$ cat src/rtl/rp_adder_pkg.sv
// Shared width and controller state encoding for the shared ripple-carry adder block.
// Pure declarations; no logic, no latency, no flow control.
package rp_adder_pkg;

  localparam int ADD_W = 32;

  typedef enum logic [1:0] {
    ST_IDLE   = 2'd0,
    ST_SETTLE = 2'd1,
    ST_RESP   = 2'd2
  } state_t;

endpackage

$ cat src/rtl/rp_adder_32bit.sv
// Plain 32-bit ripple-carry adder; combinational, settles over a multicycle path.
// No flow control: outputs follow the inputs after the carry chain settles.
module rp_adder_32bit
  import rp_adder_pkg::*;
(
  input  logic [ADD_W-1:0] i_a,
  input  logic [ADD_W-1:0] i_b,
  input  logic             i_cin,
  output logic [ADD_W-1:0] o_sum,
  output logic             o_cout
);

  logic w_c;

  // Carry is a sequential variable so the chain is one explicit ripple, bit 0 upward.
  always_comb begin
    w_c   = i_cin;
    o_sum = '0;
    for (int i = 0; i < ADD_W; i++) begin
      o_sum[i] = i_a[i] ^ i_b[i] ^ w_c;
      w_c      = (i_a[i] & i_b[i]) | (w_c & (i_a[i] ^ i_b[i]));
    end
    o_cout = w_c;
  end

endmodule

$ cat src/rtl/rr_arbiter.sv
// Combinational round-robin arbiter: first requester above i_last_grant, wrapping.
// Zero latency; grant is empty when no request is present.
module rr_arbiter #(
  parameter int NREQ = 4,
  parameter int ID_W = $clog2(NREQ)
) (
  input  logic [NREQ-1:0] i_req,
  input  logic [ID_W-1:0] i_last_grant,
  output logic [NREQ-1:0] o_grant,
  output logic [ID_W-1:0] o_grant_idx
);

  logic            w_found;
  logic [ID_W-1:0] w_pos;

  always_comb begin
    o_grant     = '0;
    o_grant_idx = '0;
    w_found     = 1'b0;
    w_pos       = '0;
    for (int off = 1; off <= NREQ; off++) begin
      w_pos = ID_W'((int'(i_last_grant) + off) % NREQ);
      if (!w_found && i_req[w_pos]) begin
        w_found        = 1'b1;
        o_grant[w_pos] = 1'b1;
        o_grant_idx    = w_pos;
      end
    end
  end

endmodule

$ cat src/rtl/rp_adder_share_ctrl.sv
// Round-robin sharing of one ripple adder; result valid SETTLE_CYCLES+1 cycles after accept.
// One op in flight: req_ready only in IDLE; the result is held until rsp_ready.
module rp_adder_share_ctrl
  import rp_adder_pkg::*;
#(
  parameter int NREQ          = 4,
  parameter int SETTLE_CYCLES = 2
) (
  input  logic                     clk,
  input  logic                     rst_n,
  input  logic [NREQ-1:0]          req_valid,
  output logic [NREQ-1:0]          req_ready,
  input  logic [NREQ*ADD_W-1:0]    req_a,
  input  logic [NREQ*ADD_W-1:0]    req_b,
  input  logic [NREQ-1:0]          req_cin,
  output logic                     rsp_valid,
  input  logic                     rsp_ready,
  output logic [$clog2(NREQ)-1:0]  rsp_id,
  output logic [ADD_W-1:0]         rsp_sum,
  output logic                     rsp_cout,
  output logic                     busy,
  output logic [31:0]              ops_done
);

  localparam int ID_W  = $clog2(NREQ);
  localparam int CNT_W = (SETTLE_CYCLES > 1) ? $clog2(SETTLE_CYCLES) : 1;
  localparam logic [CNT_W-1:0] CNT_INIT  = CNT_W'(SETTLE_CYCLES - 1);
  localparam logic [ID_W-1:0]  LAST_INIT = ID_W'(NREQ - 1);

  state_t           r_state;
  state_t           w_state_nxt;
  logic [CNT_W-1:0] r_cnt;
  logic [ID_W-1:0]  r_last_grant;
  logic [ADD_W-1:0] r_op_a;
  logic [ADD_W-1:0] r_op_b;
  logic             r_op_cin;
  logic [ID_W-1:0]  r_rsp_id;
  logic [ADD_W-1:0] r_rsp_sum;
  logic             r_rsp_cout;
  logic [31:0]      r_ops_done;

  logic [NREQ-1:0]  w_grant;
  logic [ID_W-1:0]  w_gidx;
  logic             w_issue;
  logic             w_capture;
  logic             w_hs;
  logic [ADD_W-1:0] w_sum;
  logic             w_cout;
  logic [ADD_W-1:0] w_a_arr [NREQ];
  logic [ADD_W-1:0] w_b_arr [NREQ];

  for (genvar i = 0; i < NREQ; i++) begin : g_unpack
    assign w_a_arr[i] = req_a[ADD_W*i +: ADD_W];
    assign w_b_arr[i] = req_b[ADD_W*i +: ADD_W];
  end

  rr_arbiter #(
    .NREQ (NREQ),
    .ID_W (ID_W)
  ) u_arb (
    .i_req        (req_valid),
    .i_last_grant (r_last_grant),
    .o_grant      (w_grant),
    .o_grant_idx  (w_gidx)
  );

  // Adder inputs come only from the operand registers, so they are frozen for the whole multicycle window.
  rp_adder_32bit u_add (
    .i_a    (r_op_a),
    .i_b    (r_op_b),
    .i_cin  (r_op_cin),
    .o_sum  (w_sum),
    .o_cout (w_cout)
  );

  always_ff @(posedge clk or negedge rst_n) begin
    if (!rst_n) begin
      r_state <= ST_IDLE;
    end else begin
      r_state <= w_state_nxt;
    end
  end

  always_comb begin
    w_state_nxt = r_state;
    w_issue     = 1'b0;
    w_capture   = 1'b0;
    w_hs        = 1'b0;
    case (r_state)
      ST_IDLE: begin
        if (|w_grant) begin
          w_issue     = 1'b1;
          w_state_nxt = ST_SETTLE;
        end
      end
      ST_SETTLE: begin
        if (r_cnt == '0) begin
          w_capture   = 1'b1;
          w_state_nxt = ST_RESP;
        end
      end
      ST_RESP: begin
        if (rsp_ready) begin
          w_hs        = 1'b1;
          w_state_nxt = ST_IDLE;
        end
      end
      default: w_state_nxt = ST_IDLE;
    endcase
  end

  always_ff @(posedge clk or negedge rst_n) begin
    if (!rst_n) begin
      r_cnt        <= '0;
      r_last_grant <= LAST_INIT;
      r_op_a       <= '0;
      r_op_b       <= '0;
      r_op_cin     <= 1'b0;
      r_rsp_id     <= '0;
      r_rsp_sum    <= '0;
      r_rsp_cout   <= 1'b0;
      r_ops_done   <= '0;
    end else begin
      if (w_issue) begin
        r_op_a       <= w_a_arr[w_gidx];
        r_op_b       <= w_b_arr[w_gidx];
        r_op_cin     <= req_cin[w_gidx];
        r_last_grant <= w_gidx;
        r_cnt        <= CNT_INIT;
      end else if (r_state == ST_SETTLE && r_cnt != '0) begin
        r_cnt <= r_cnt - CNT_W'(1);
      end
      if (w_capture) begin
        r_rsp_sum  <= w_sum;
        r_rsp_cout <= w_cout;
        r_rsp_id   <= r_last_grant;
      end
      if (w_hs) begin
        r_ops_done <= r_ops_done + 32'd1;
      end
    end
  end

  assign req_ready = (r_state == ST_IDLE) ? w_grant : '0;
  assign rsp_valid = (r_state == ST_RESP);
  assign busy      = (r_state != ST_IDLE);
  assign rsp_id    = r_rsp_id;
  assign rsp_sum   = r_rsp_sum;
  assign rsp_cout  = r_rsp_cout;
  assign ops_done  = r_ops_done;

endmodule

$ cat config.mk
export PLATFORM = sky130hd
export DESIGN_NAME = rp_adder_share_ctrl
export DESIGN_NICKNAME = d
export VERILOG_FILES = /design/src/rtl/rp_adder_pkg.sv /design/src/rtl/rp_adder_32bit.sv /design/src/rtl/rr_arbiter.sv /design/src/rtl/rp_adder_share_ctrl.sv
export SDC_FILE = /design/constraint.sdc
export NUM_CORES = 1
export LEC_CHECK = 0
export BUFFER_PORTS_ARGS = -buffer_cell sky130_fd_sc_hd__clkbuf_2
export CAP_MARGIN = 20
export CORE_UTILIZATION = 35
export CTS_BUF_LIST = sky130_fd_sc_hd__clkbuf_4
export CTS_CLUSTER_DIAMETER = 40
export DETAILED_ROUTE_END_ITERATION = 7
export PLACE_DENSITY = 0.61
export SKIP_LAST_GASP = 1
export SYNTH_ARGS = -nofsm -noshare
export SYNTH_HDL_FRONTEND = slang
export SYNTH_SLANG_ARGS = --single-unit
export TNS_END_PERCENT = 1
$ cat constraint.sdc
create_clock -name clk -period 20 [get_ports clk]
set_clock_uncertainty 0.15 [all_clocks]
set_input_delay 1 -clock clk [delete_from_list [all_inputs] [get_ports clk]]
set_output_delay 1 -clock clk [all_outputs]
set_load 0.1 [all_outputs]
==> impl_metrics.env <==
export IMPL_vias_per_cell=5.34
export IMPL_numClockSinks=137
export IMPL_fin_setup_tns_ps=0
export IMPL_rsz0062_at_grt="false"
export IMPL_async_reset_ff_share_pct=100
export IMPL_clk_pin_slew_ps=140
export IMPL_clockBufferDepth=2
export IMPL_cts_resized=0
export IMPL_start_util_pct=36.0
export IMPL_wl_per_cell_um=19.2
export IMPL_htree_levels=4
export IMPL_finalMaxSlewViolations=0
export IMPL_vias=8572
export IMPL_ys_seq_area_share_pct=35.0
export IMPL_gp_congestion=0.818
export IMPL_worstPathMaxFanout=2
export IMPL_die_area_um2=28700
export IMPL_netlist_area_leader_share_pct=34.5
export IMPL_layout_cells_non_filler=1606
export IMPL_rows=60
export IMPL_grtUsageTotal_pct=21.2
export IMPL_cp_slowest_cell="fa_1"
export IMPL_timing_worst_slew_pin_value_ps=1020
export IMPL_crit_type="flip-flop to flip-flop"
export IMPL_finalHoldViolCount=0
export IMPL_setup_viol=0
export IMPL_fp_dieH_um=169
export IMPL_yosys_cell_count_top_type="dfrtp_1"
export IMPL_cp_required_ps=20290
export IMPL_hold_buffers=0
export IMPL_core_region_area_um2=27300
export IMPL_synth_cell_types=53
export IMPL_fin_nets=1527
export IMPL_io_pins=340
export IMPL_max_stage_delay_ps=440
export IMPL_period_share_pct=67.3
export IMPL_netlist_top_cells_count="135 x dfrtp_1, 130 x a21boi_0, 117 x nand2_1"
export IMPL_dr_pass1_iters=4
export IMPL_max_cap_viol_count=0
export IMPL_synth_top_cell_by_area="dfrtp_1"
export IMPL_postSynthAreaPerCell_um2=10.3
export IMPL_end_kind="flip-flop"
export IMPL_area_growth_pct=21.1
export IMPL_synth_edf_count=0
export IMPL_post_cts_setup_buffers=0
export IMPL_grt_first_pass_wirelength_mm=46.8
export IMPL_dp_hpwl_mm=22.2
export IMPL_dr_first_iter_drc_count=425
export IMPL_crit_arrival_ps=13750
export IMPL_synth_seq_cells=137
export IMPL_synth_main_ff_cell="dfrtp_1"
export IMPL_cts_root_buffer="clkbuf_4"
export IMPL_cts_inserted_buffers=17
export IMPL_ys_warnings_count=0
export IMPL_synth_nets=1257
export IMPL_cts_tree="yes"
export IMPL_grt_pass1_vias=8180
export IMPL_drive_gt1_share_pct=37.5
export IMPL_antenna_found_initial=1
export IMPL_drt_drc_violations_left=0
export IMPL_postSynthCellCount=950
export IMPL_grt_ovfl_total=0
export IMPL_cpMostUsedCell="fa_1"
export IMPL_critical_path_startpoint_type="flip-flop"
export IMPL_post_place_cells=1571
export IMPL_die_w_um=169
export IMPL_outcome="completed"
export IMPL_clk_latency_ps=530
export IMPL_relSlewSlack_pct=32.1
export IMPL_wl_mm=30.8
export IMPL_grt_max_degree=136
export IMPL_numPortBuffers=339
export IMPL_holdCritPathClass="input pin to asynchronous set/reset pin"
export IMPL_final_antenna_net_count=0
export IMPL_min_period_ps=13450
export IMPL_syn_cell_area_um2=9800
export IMPL_synth_area_leaders="dfrtp_1 34%, a21boi_0 10%, a32o_1 6.6%, fa_1 6.5%, o32a_1 6.2%"
export IMPL_fmax_ghz=0.0743
==> registers in the layout, indices dropped and copies added, names as in the netlist <==
name,flops
ops_done,32
r_cnt,1
r_last_grant,2
r_op_a,32
r_op_b,32
r_op_cin,1
r_state,2
rsp_cout,1
rsp_id,2
rsp_sum,32
==> cells in the final DEF (no fill, tap or decap), types with 4 or more instances in the layout <==
cell type   netlist  final
nand2b_1          4      4
dfrtp_1         135    135
o21ai_0           6      6
nand2_1         117    116
a21oi_1           9      8
o32ai_1           4      4
mux2i_1          10     10
nand3_1          14     14
buf_4             0     10
nor2b_1           4      4
o32a_1           61     61
xor2_1            8      8
nor3_1            5      5
and4_1            4      4
o22ai_1           5      5
mux2_2           40     40
fa_1             32     32
and2_1            5      5
mux2_4           24     24
mux4_2            4      4
and3_1           69     69
a32o_1           65     65
ha_1              8      8
clkbuf_4          0     17
clkbuf_2          0    338
clkinvlp_4        0      5
a21boi_0        130    130
xnor2_1          23     23
inv_1            17     17
nor2_1           16     16
nand4_1           4      4
==> kinds of logic after synthesis <==
logic type	after synthesis	share of synthesized area, %
and+or+nand+nor	250	12.6
muxes	79	10.3
AOI/OAI and AO/OA	296	25.8
xor gates and xnor gates	31	2.77
DFF	137	35.0
adders and majority gates	40	7.55
buffers and inverters	117	5.91
==> metrics by stage <==
| stage | setup slack, ps | cell area (um^2) | hold slack [ps] | util, % |
|---|---|---|---|---|
| 3_3_place_gp | 6680 | 11600 | 307 | 42.5 |
| 5_1_grt | 5970 | 11900 | 217 | 43.6 |
| 2_1_floorplan | 7160 | 9800 | 313 | - |
| 4_1_cts | 6450 | 11800 | 221 | 43.4 |
| 3_5_place_dp | 6520 | 11600 | 312 | 42.5 |
| 6_report | 6550 | 11900 | 259 | 43.6 |
==> per-layer routing <==
layer,track usage (%),wire length (um),vias up
met5,0,0,-
met4,5.17,390,0
met3,4.08,1860,17
met2,33.6,14100,301
met1,29.7,14500,4141
li1,-,-,4113
==> worst paths after layout <==
kind / start / depth (start not counted) / slack (ps) / to
max reg2reg: r_op_a[0] / 36 / 6550 / rsp_sum[31]
min: rst_n / 1 / 260 / rsp_sum[12]
max: r_op_a[0] / 36 / 6550 / rsp_sum[31]
max in group asynchronous: rst_n / 3 / 18190 / r_last_grant[0]
min reg2reg: ops_done[31] / 1 / 330 / ops_done[31]
min in group clk: ops_done[31] / 1 / 330 / ops_done[31]
==> cell type report <==
type	instances	area, um^2
Sequential cell	137	3430
Timing Repair Buffer	351	1820
Multi-Input combinational cell	696	5830
Clock buffer	17	128
Inverter	17	63.8
Antenna cell	1	2.50
Fill cell	2703	15400
Tap cell	372	465
Clock inverter	15	129
==> critical path, delay by kind of cell (launching register included) <==
family          cells  cell delay [ps]
fa+ha+maj          32            12440
buf+inv             3              200
compound gates      1              190
flops               1              420
Power is left out: the tool's default activity adds up to more than one toggle a clock period on the data nets, which glitch-free logic cannot reach.
